`src/rtl/rv32i_pkg.sv`:
```
// Shared RV32I core types: next-PC select, fetch FSM states and PC constants.
package rv32i_pkg;

    typedef enum logic {
        PC_4   = 1'b0,
        PC_ALU = 1'b1
    } PCSel_e;

    typedef enum logic [1:0] {
        IDLE = 2'd0,
        REQ  = 2'd1,
        RESP = 2'd2
    } fetch_state_e;

    localparam logic [31:0] PC_INCR = 32'd4;

endpackage

```
`src/rtl/pc_fetch_unit.sv`:
```
// PC register plus single-outstanding instruction fetch with a request/grant/response
// handshake; responses overtaken by a PC update are dropped.
module pc_fetch_unit
    import rv32i_pkg::*;
#(
    parameter logic [31:0] RESET_VECTOR = 32'h0000_0000
) (
    input  logic        i_clk,
    input  logic        i_rst_n,
    input  PCSel_e      i_pc_sel,
    input  logic        i_pc_en,
    input  logic [31:0] i_alu_res,
    output logic [31:0] o_pc,
    output logic        o_imem_req,
    output logic [31:0] o_imem_addr,
    input  logic        i_imem_gnt,
    input  logic        i_imem_rvalid,
    input  logic [31:0] i_imem_rdata,
    output logic [31:0] o_instr,
    output logic [31:0] o_instr_pc,
    output logic        o_instr_valid,
    output logic        o_misalign,
    output logic [31:0] o_misalign_addr
);

    fetch_state_e state;
    logic [31:0]  pc_next;
    logic [31:0]  req_pc;
    logic         kill;
    logic         misalign_evt;
    logic         pc_upd;

    // A jump target with bit 1 set traps instead of updating the PC.
    assign misalign_evt = i_pc_en && (i_pc_sel == PC_ALU) && i_alu_res[1];
    assign pc_upd       = i_pc_en && !misalign_evt;
    assign pc_next      = (i_pc_sel == PC_ALU) ? {i_alu_res[31:2], 2'b00} : o_pc + PC_INCR;

    assign o_imem_req  = (state == REQ);
    assign o_imem_addr = o_pc;

    always_ff @(posedge i_clk or negedge i_rst_n) begin
        if (!i_rst_n) begin
            o_pc            <= RESET_VECTOR;
            o_misalign      <= 1'b0;
            o_misalign_addr <= 32'h0;
        end else begin
            o_misalign <= misalign_evt;
            if (misalign_evt) o_misalign_addr <= i_alu_res;
            if (pc_upd)       o_pc            <= pc_next;
        end
    end

    always_ff @(posedge i_clk or negedge i_rst_n) begin
        if (!i_rst_n) begin
            state         <= IDLE;
            req_pc        <= 32'h0;
            kill          <= 1'b0;
            o_instr       <= 32'h0;
            o_instr_pc    <= 32'h0;
            o_instr_valid <= 1'b0;
        end else begin
            o_instr_valid <= 1'b0;
            case (state)
                IDLE: state <= REQ;
                REQ: begin
                    if (i_imem_gnt) begin
                        // Grant carries the pre-update PC; an update in this same cycle kills it.
                        req_pc <= o_pc;
                        kill   <= pc_upd;
                        state  <= RESP;
                    end
                end
                RESP: begin
                    if (i_imem_rvalid) begin
                        if (!(kill || pc_upd)) begin
                            o_instr       <= i_imem_rdata;
                            o_instr_pc    <= req_pc;
                            o_instr_valid <= 1'b1;
                        end
                        kill  <= 1'b0;
                        state <= REQ;
                    end else begin
                        kill <= kill || pc_upd;
                    end
                end
                default: state <= IDLE;
            endcase
        end
    end

endmodule

```
`config.mk`:
```
export PLATFORM = sky130hd
export DESIGN_NAME = pc_fetch_unit
export DESIGN_NICKNAME = d
export VERILOG_FILES = /design/src/rtl/rv32i_pkg.sv /design/src/rtl/pc_fetch_unit.sv
export SDC_FILE = /design/constraint.sdc
export NUM_CORES = 1
export LEC_CHECK = 0
export CAP_MARGIN = 20
export CORE_ASPECT_RATIO = 0.75
export CORE_MARGIN = 2
export CORE_UTILIZATION = 35
export DETAILED_ROUTE_END_ITERATION = 10
export SYNTH_ARGS = -nofsm -noshare
export SYNTH_HDL_FRONTEND = slang
export SYNTH_SLANG_ARGS = --single-unit
```
`constraint.sdc`:
```
create_clock -name i_clk -period 2.4 [get_ports i_clk]
set_input_delay 0.48 -clock i_clk [delete_from_list [all_inputs] [get_ports i_clk]]
set_output_delay 0.48 -clock i_clk [all_outputs]
set_load 0.005 [all_outputs]
```
After elaboration in Yosys (flattened, before gate mapping)
Cells that the tools add are included.
{"block": "totals", "ff_bits": 165, "elab_cells": 36, "ramBits": 0, "memories": 0, "latchBits": 0, "input_bits": 70, "mem_bits_ro": 0, "out_inout_bits": 163}
{"block": "classes", "n_mul": 0, "n_lt_le_gt_ge": 0, "n_div": 0, "n_reduce_logical": 11, "shifts": 0, "n_mux": 10, "add_sub_neg": 1, "bitwise_logic": 1, "n_eq_ne": 4}
{"operator": "$add A32 B3 Y32 const B", "count": 1}
{"operator": "$mux W32", "count": 1}
{"operator": "$pmux W2 S3", "count": 1}
{"operator": "$reduce_and A2 Y1", "count": 3}
{"operator": "$mux W1", "count": 5}
{"operator": "$mux W2", "count": 2}
{"operator": "$logic_and A1 B1 Y1", "count": 3}
{"operator": "$reduce_and A3 Y1", "count": 1}
{"operator": "$eq A2 B1 Y1 const B", "count": 1}
{"operator": "$eq A2 B2 Y1 const B", "count": 1}
{"operator": "$logic_not A2 Y1", "count": 1}
{"operator": "$ne A2 B1 Y1 const B", "count": 1}
{"operator": "$ne A2 B2 Y1 const B", "count": 1}
{"operator": "$pmux W1 S2", "count": 1}
{"operator": "$reduce_bool A2 Y1", "count": 1}
{"operator": "$logic_not A1 Y1", "count": 1}
{"operator": "$logic_or A1 B1 Y1", "count": 1}
{"operator": "$not A1 Y1", "count": 1}

Depth between registers and ports, before layout
Gate-level depths: netlist of run 1.
{"block": "depth", "depth_word": 8, "mapped_depth": 7, "mapped_depth_nobuf": 6}

Least setup slack after synthesis of run 1
Ideal clock, no wire load.
{"block": "synth_path", "path_kind": "input to register", "start": "in i_pc_en", "end": "reg o_instr[0]", "cell_stages": 6, "setup_slack_ns": 0.391, "path_buffers": 3, "t_arrival_ns": 1.884, "t_required_ns": 2.275, "setup_ns": 0.125, "cell_sequence": "clkbuf_1 > and2_1 > or4_1 > buf_4 > buf_6 > mux2_4"}
{"block": "synth_between", "elab_chain_cells": 7}
{"element": "from (decl)", "line_no": "pc_fetch_unit.sv:11", "rtl": "input logic i_pc_en,"}
{"element": "$logic_and A1 B1 Y1 (2 in series)", "line_no": "pc_fetch_unit.sv:34", "rtl": "assign misalign_evt = i_pc_en && (i_pc_sel == PC_ALU) && i_alu_res[1];"}
{"element": "$logic_not A1 Y1", "line_no": "pc_fetch_unit.sv:35", "rtl": "assign pc_upd = i_pc_en && !misalign_evt;"}
{"element": "$logic_and A1 B1 Y1 *", "line_no": "pc_fetch_unit.sv:35"}
{"element": "$logic_or A1 B1 Y1 *", "line_no": "pc_fetch_unit.sv:75", "rtl": "if (!(kill || pc_upd)) begin"}
{"element": "$not A1 Y1 (no source line) *"}
{"element": "$reduce_and A3 Y1 (no source line) *"}
{"element": "to (signal assigned)", "line_no": "pc_fetch_unit.sv:76", "rtl": "o_instr <= i_imem_rdata;"}
{"element": "to (decl)", "line_no": "pc_fetch_unit.sv:19", "rtl": "output logic [31:0] o_instr,"}
Every way passes the cells marked *; elsewhere a longest branch is shown, timed or not.
A chain may end at the register's enable or synchronous reset.

Final worst setup path of run 1
{"block": "layout_path", "start": "reg state[1]", "end": "out o_imem_req"}
{"block": "layout_between", "elab_chain_cells": 1}
{"element": "from (decl)", "line_no": "pc_fetch_unit.sv:26", "rtl": "fetch_state_e state;"}
{"element": "from (signal assigned)", "line_no": "pc_fetch_unit.sv:55", "rtl": "state <= IDLE;"}
{"element": "from (signal assigned)", "line_no": "pc_fetch_unit.sv:64", "rtl": "IDLE: state <= REQ;"}
{"element": "from (signal assigned)", "line_no": "pc_fetch_unit.sv:70", "rtl": "state <= RESP;"}
{"element": "$eq A2 B1 Y1", "line_no": "pc_fetch_unit.sv:38", "rtl": "assign o_imem_req = (state == REQ);"}
{"element": "to (decl)", "line_no": "pc_fetch_unit.sv:14", "rtl": "output logic o_imem_req,"}
Every way passes these cells.

==> impl_results.md, run 1 <==
- Status: finished clean
- Max Cap Violations: 0
- WL per Instance: 18.3 microns
- Worst Slack Setup Final: 288 ps
- Largest family of logic cells by synthesized area: multiplexers
- Bufs on Longest Clock Path: 2
- Ys Warns: 0
- CP Capture Point: o_imem_req
- Mapped Cells: 586
- Layout cell share with drive strength beyond 1: 0.232
- Setup crit start kind: register
- WS Path Type: reg2out
- Synth Area in XOR/XNOR: 0
- Synth-to-layout area growth: 43.0%
- Power Density: 1050 nW/um^2
- First-pass GRT wire length: 30900 microns
- Via count of the routed design: 5339
- CP Launch Point: state[1]
- Rows: 45
- Fin crit period: 2110 ps
- Cts-stage hold buffer count: 1
- Detail Route Antenna Nets: 0
- TritonCTS clock tree: done
- Top_reg_cell synth: dfrtp_1
- DP Worst Slack: -98.2 ps
- Largest net degree at the start of global routing: 79
- Clock root buffer: clkbuf_16
- Crit end category: output pin
- Vias per cell: 4.89
- Initial antenna violation count: 0
- # IOs: 233
- Final Cell Area: 10500 sq um
- Number of diodes: 0
- Vias in the first global route: 5515
- Crit Reg-Reg Endpoint: o_imem_addr[22]
- RSZ-0062 raised after global routing: no
- DRC Markers: 0
- Die Y: 129 microns
- Post-Synth Simple-Gate Area: 0.0929
- Leak Pwr: 0.00465 uW
- Register bit total from synthesis: 159
- Worst R2R Start: o_imem_addr[16]
- Drt pass-1 iters: 4
- Fmax: 0.474 GHz
- Worst-path clk slew: 70 ps
- Mapped Avg Cell Area: 12.5 sq um
- GRT Util Overall: 0.183
- CP Data Arrival Time: 1630 ps
- Post-DP Area: 9800 sq um
- Die span in x: 171 microns
- Initial core utilization: 0.359
- Port Buf Inserts: 226
- R2R depth: 5
- Slew Limit Fails: 0
- Worst reg2reg setup slack: 300 ps
- Post-synthesis sequential area ratio: 0.544
- Core ar.: 20400 sq um
- Worst-Skew Late Latency: 420 ps
- HP Class: reg2reg
- Post-synth EDFFs: 0
- DPL Wire Length: 14500 microns
- H-tree Lvls: 4
- Async S/R FF share, synth: 1.00
- Initial DRC count: 318
- Synth Area in Compound Gates: 0.0775
- Final setup viols: 0
- Synth Area in Adders: 0.00171
- Crit-path max FO: 7
- Worst slew pin tran: 632 ps
- Nets: 867
- Fin Clk Skew: 10.1 ps
- Num Clock Sinks: 159
- Die area: 22100 sq um
- Final hold violations: 0
- Synth Cell Area: 7310 sq um
- GRT overflow: 0
- Period utilisation layout: 0.880
- Mux cell area share after synthesis: 0.216
- CTS resizes: 0
- Placer Congestion: 0.805
- TritonCTS Buffers: 17
- Worst Path Required: 1920 ps
- Total wire length: 20000 microns
- Postcts setup bufs: 0
- Worst VDD drop: 546 uV
- Slew headroom: 0.576
- Yosys cell types: 48
## routing by layer
layer  global-route usage  routed length [microns]  vias up
met2                0.274                     8780      219
met4               0.0444                      229        0
met5                    0                        0        -
li1                     -                        -     2467
met1                0.261                     9630     2631
met3               0.0550                     1330       22
## synth_stat cells, types with 2 or more instances
| cell type | n | area share |
|---|---|---|
| nand2_1 | 39 | 0.020 |
| or4_1 | 2 | 0.0021 |
| nand4_1 | 12 | 0.010 |
| and3_1 | 7 | 0.0060 |
| nor4_4 | 2 | 0.0058 |
| and4_1 | 2 | 0.0024 |
| a31o_2 | 4 | 0.0048 |
| a21oi_1 | 25 | 0.017 |
| or3_1 | 4 | 0.0034 |
| mux2i_1 | 6 | 0.0082 |
| o21ai_0 | 35 | 0.024 |
| buf_2 | 2 | 0.0014 |
| a31oi_1 | 2 | 0.0017 |
| nor2b_1 | 4 | 0.0034 |
| buf_6 | 6 | 0.0092 |
| nand2b_1 | 2 | 0.0017 |
| buf_1 | 2 | 0.0010 |
| dfrtp_1 | 159 | 0.54 |
| clkbuf_1 | 20 | 0.010 |
| nor3_1 | 5 | 0.0034 |
| mux2_4 | 59 | 0.12 |
| a2bb2oi_1 | 4 | 0.0048 |
| buf_4 | 38 | 0.039 |
| nand3_1 | 16 | 0.011 |
| a211o_1 | 2 | 0.0024 |
| a32oi_1 | 3 | 0.0036 |
| inv_1 | 12 | 0.0062 |
| o22ai_1 | 8 | 0.0068 |
| mux2_2 | 56 | 0.086 |
| and2_1 | 2 | 0.0017 |
| nor4_1 | 5 | 0.0043 |
| o21a_1 | 4 | 0.0041 |
| nor2_1 | 22 | 0.011 |
## final cells by class
cell class                      count  area [sq um]
Clock buffer                       18           429
Clock inverter                     14           216
Fill cell                        1782          9920
Inverter                           12          45.0
Multi-Input combinational cell    351          2870
Sequential cell                   159          3980
Tap cell                          282           353
Timing Repair Buffer              255          2570
## report_power, final
part | total [uW] | internal (uW) | switching (uW)
Sequential | 4330 | 3640 | 692
Clock | 2960 | 1850 | 1110
Combinational | 3740 | 2590 | 1150
## registers in the layout, summed over array words and instances, names as in the netlist
signal	cells
o_instr_valid	1
o_instr	32
o_misalign_addr	32
o_imem_addr	30
req_pc	30
state	2
o_instr_pc	30
o_misalign	1
kill	1
## logic make-up after synthesis
family	count (synthesis)
buffers and inverters	81
AO/OA/AOI/OAI	94
AND/OR/NAND/NOR	129
multiplexers	121
flip-flops	159
other	1
adder cells (fa/ha/maj)	1
## layout by cell type, fill, tap and decap left out, types with 4 or more instances in the layout
cell type / instances
clkdlybuf4s50_1: 224
dfrtp_1: 159
mux2_4: 59
mux2_2: 56
nand2_1: 38
o21ai_0: 35
a21oi_1: 25
nor2_1: 22
buf_4: 21
clkbuf_16: 17
nand3_1: 15
inv_1: 12
nand4_1: 12
o22ai_1: 8
and3_1: 7
buf_12: 7
mux2i_1: 6
conb_1: 6
nor4_1: 5
nor3_1: 5
bufinv_16: 5
clkinv_4: 5
o21a_1: 4
nor2b_1: 4
a31o_2: 4
or3_1: 4
a2bb2oi_1: 4
## through the flow
| stage | TNS (ps) | utilization | hold WS, ps | std cells | total power (uW) |
|---|---|---|---|---|---|
| 2_1_floorplan | 0 | - | 184 | 591 | 5980 |
| 3_3_place_gp | -4670 | 0.481 | 369 | 1058 | 8030 |
| 3_5_place_dp | -4960 | 0.481 | 376 | 1058 | 8160 |
| 4_1_cts | 0 | 0.513 | 479 | 1091 | 11200 |
| 5_1_grt | 0 | 0.513 | 503 | 1091 | 11700 |
| 6_report | 0 | 0.513 | 474 | 1091 | 11000 |
## worst min-delay path by stage
stage,cells after the start,startpoint,slack [ps],to
after detailed placement,1,i_rst_n,380,o_instr[2]
after floorplan,0,i_rst_n,180,kill
after CTS,1,o_misalign_addr[1],480,o_misalign_addr[1]
final,1,o_misalign_addr[1],470,o_misalign_addr[1]
after global placement,1,i_rst_n,370,o_instr[3]
after global routing,2,i_rst_n,500,o_instr_pc[21]
## critical path, cell delays in order (launching register included)
cell and delay, ps:
dfrtp_1 450, nor2b_1 210, clkdlybuf4s50_1 560
Power figures use the tool's default switching activity.
==> run 2, diff against run 1 <==
==> constraint.sdc (replaced) <==
create_clock -name i_clk -period 2.7 [get_ports i_clk]
set_input_delay 0.54 -clock i_clk [delete_from_list [all_inputs] [get_ports i_clk]]
set_output_delay 0.54 -clock i_clk [all_outputs]
set_load 0.005 [all_outputs]
==> run 2 against run 1 <==
  * Final cell count fell by 0.64%
  * First-iteration DRC count is 8.2% lower
  * Critical path depth unchanged
  * Wire length down 0.78%
  * Hold slack got worse by 370 ps
  * Combinational power shrank 12%
  * Die area stayed put
  * Critical path type unchanged
  * Sequential power down 11%
==> impl_results.md, run 2 (same netlist as run 1, synthesis figures left out) <==
- Status: finished clean
- Power Density: 932 nW/um^2
- Commonest cells after routing, fill and taps aside: clkdlybuf4s50_1 (224), dfrtp_1 (159), mux2_4 (59)
- Initial antenna violation count: 0
- Non-filler cells, final: 1084
- TritonCTS clock tree: done
- CP Data Arrival Time: 1660 ps
- CTS resizes: 0
- Multi-input logic area: 2870 sq um
- Rows: 45
- Num Clock Sinks: 159
- DRC Markers: 0
- Synth-to-layout area growth: 41.7%
- Drt pass-1 iters: 5
- Placer Congestion: 0.832
- WL per Instance: 18.3 microns
- GRT Util Overall: 0.186
- Leak Pwr: 0.00459 uW
- DPL Wire Length: 14400 microns
- Sw frac: 0.276
- Die span in x: 171 microns
- Vias per cell: 4.89
- Initial core utilization: 0.359
- Clock root buffer: clkbuf_16
- Sequence of cells on the critical path: nor2b_1, clkdlybuf4s50_1
- Largest registers: o_instr x32, o_misalign_addr x32
- Commonest non-fill, non-tap cell in the layout: clkdlybuf4s50_1
- Register area: 3980 sq um
- Fillers: 1793
- Slew headroom: 0.493
- Crit-path max cell delay: 570 ps
- Detail Route Antenna Nets: 0
- Cts-stage hold buffer count: 0
- Via count of the routed design: 5303
- Nets: 860
- Sw power: 2660 uW
- H-tree Lvls: 4
- Fmax: 0.455 GHz
- Number of diodes: 0
- Core ar.: 20400 sq um
- Crit-path max FO: 7
- Hold Slack: 108 ps
- Buf/Inv on CP: 1
- Fin crit period: 2200 ps
- RSZ-0062 raised after global routing: no
- Worst-Skew Late Latency: 430 ps
- Total wire length: 19800 microns
- Worst Path Required: 2160 ps
- Slew Limit Fails: 0
- TritonCTS Buffers: 17
- Clk pwr share: 0.259
- CP max-delay cell: clkdlybuf4s50_1
- Postcts setup bufs: 0
- WS Path Type: reg2out
- Max Cap Violations: 0
- Worst slew pin tran: 760 ps
- Die Y: 129 microns
- Worst VDD drop: 449 uV
- Final setup viols: 0
- GRT overflow: 0
- Fin Clk Skew: 11.4 ps
- Initial DRC count: 292
- Worst-path clk slew: 70 ps
- Bufs on Longest Clock Path: 2
- Die area: 22100 sq um
- Period utilisation layout: 0.814
- Port Buf Inserts: 226
- Layout cell share with drive strength beyond 1: 0.227
- Worst Slack Setup Final: 502 ps
- Internal power: 6990 uW
- Setup crit start kind: register
- Crit-path leading delay family: buffers and inverters
- Fin Setup TNS: 0 ps
- # IOs: 233
- Logic pwr share: 0.340
- Reg power frac: 0.400
- Final hold violations: 0
- Largest net degree at the start of global routing: 78
- Vias in the first global route: 5405
- HP Class: in2async
- DP Worst Slack: 140 ps
- Placed insts: 1052
- First-pass GRT wire length: 31200 microns
- Crit end category: output pin
run 2: final timing paths:
| path | startpoint | endpoint | slack (ps) | cells past startpoint |
|---|---|---|---|---|
| worst max-delay path | state[1] | o_imem_req | 500 | 2 |
| worst min-delay path | i_rst_n | o_instr_pc[21] | 110 | 1 |
| worst max register to register | o_imem_addr[6] | o_imem_addr[15] | 560 | 4 |
| worst min register to register | o_misalign_addr[1] | o_misalign_addr[1] | 460 | 1 |
| max in group asynchronous | i_rst_n | o_instr[30] | 1880 | 2 |
| min in group i_clk | o_misalign_addr[1] | o_misalign_addr[1] | 460 | 1 |
run 2: cell type report:
type / instances / share of cell area
tap: 282 / 0.0340
timing repair buffer: 248 / 0.242
multi-input combinational: 351 / 0.277
clock buffer: 18 / 0.0414
inverter: 12 / 0.00435
sequential: 159 / 0.384
clock inverter: 14 / 0.0174
run 2: metrics by stage:
stage	utilization	instance area (sq um)	total power, uW
6_report	0.509	10400	9660
5_1_grt	0.509	10400	10200
4_1_cts	0.509	10400	9780
3_5_place_dp	0.479	9760	7230
3_3_place_gp	0.479	9760	7110
2_1_floorplan	-	7330	5310
run 2: per-layer routing:
layer | routed length [microns] | track usage | part of all wire | vias to the layer above
met4 | 115 | 0.0349 | 0.0058 | 0
met1 | 9380 | 0.263 | 0.47 | 2624
li1 | - | - | - | 2463
met5 | 0 | 0 | 0 | -
met2 | 8760 | 0.281 | 0.44 | 206
met3 | 1580 | 0.0614 | 0.080 | 10
run 2: power by group through the flow:
| stage | combinational [uW] | clock [uW] | sequential (uW) |
|---|---|---|---|
| 2_1_floorplan | 1520 | 0 | 3790 |
| 6_report | 3290 | 2500 | 3870 |
| 4_1_cts | 3340 | 2570 | 3870 |
| 3_3_place_gp | 3250 | 0 | 3870 |
| 3_5_place_dp | 3320 | 0 | 3910 |
| 5_1_grt | 3550 | 2690 | 3980 |
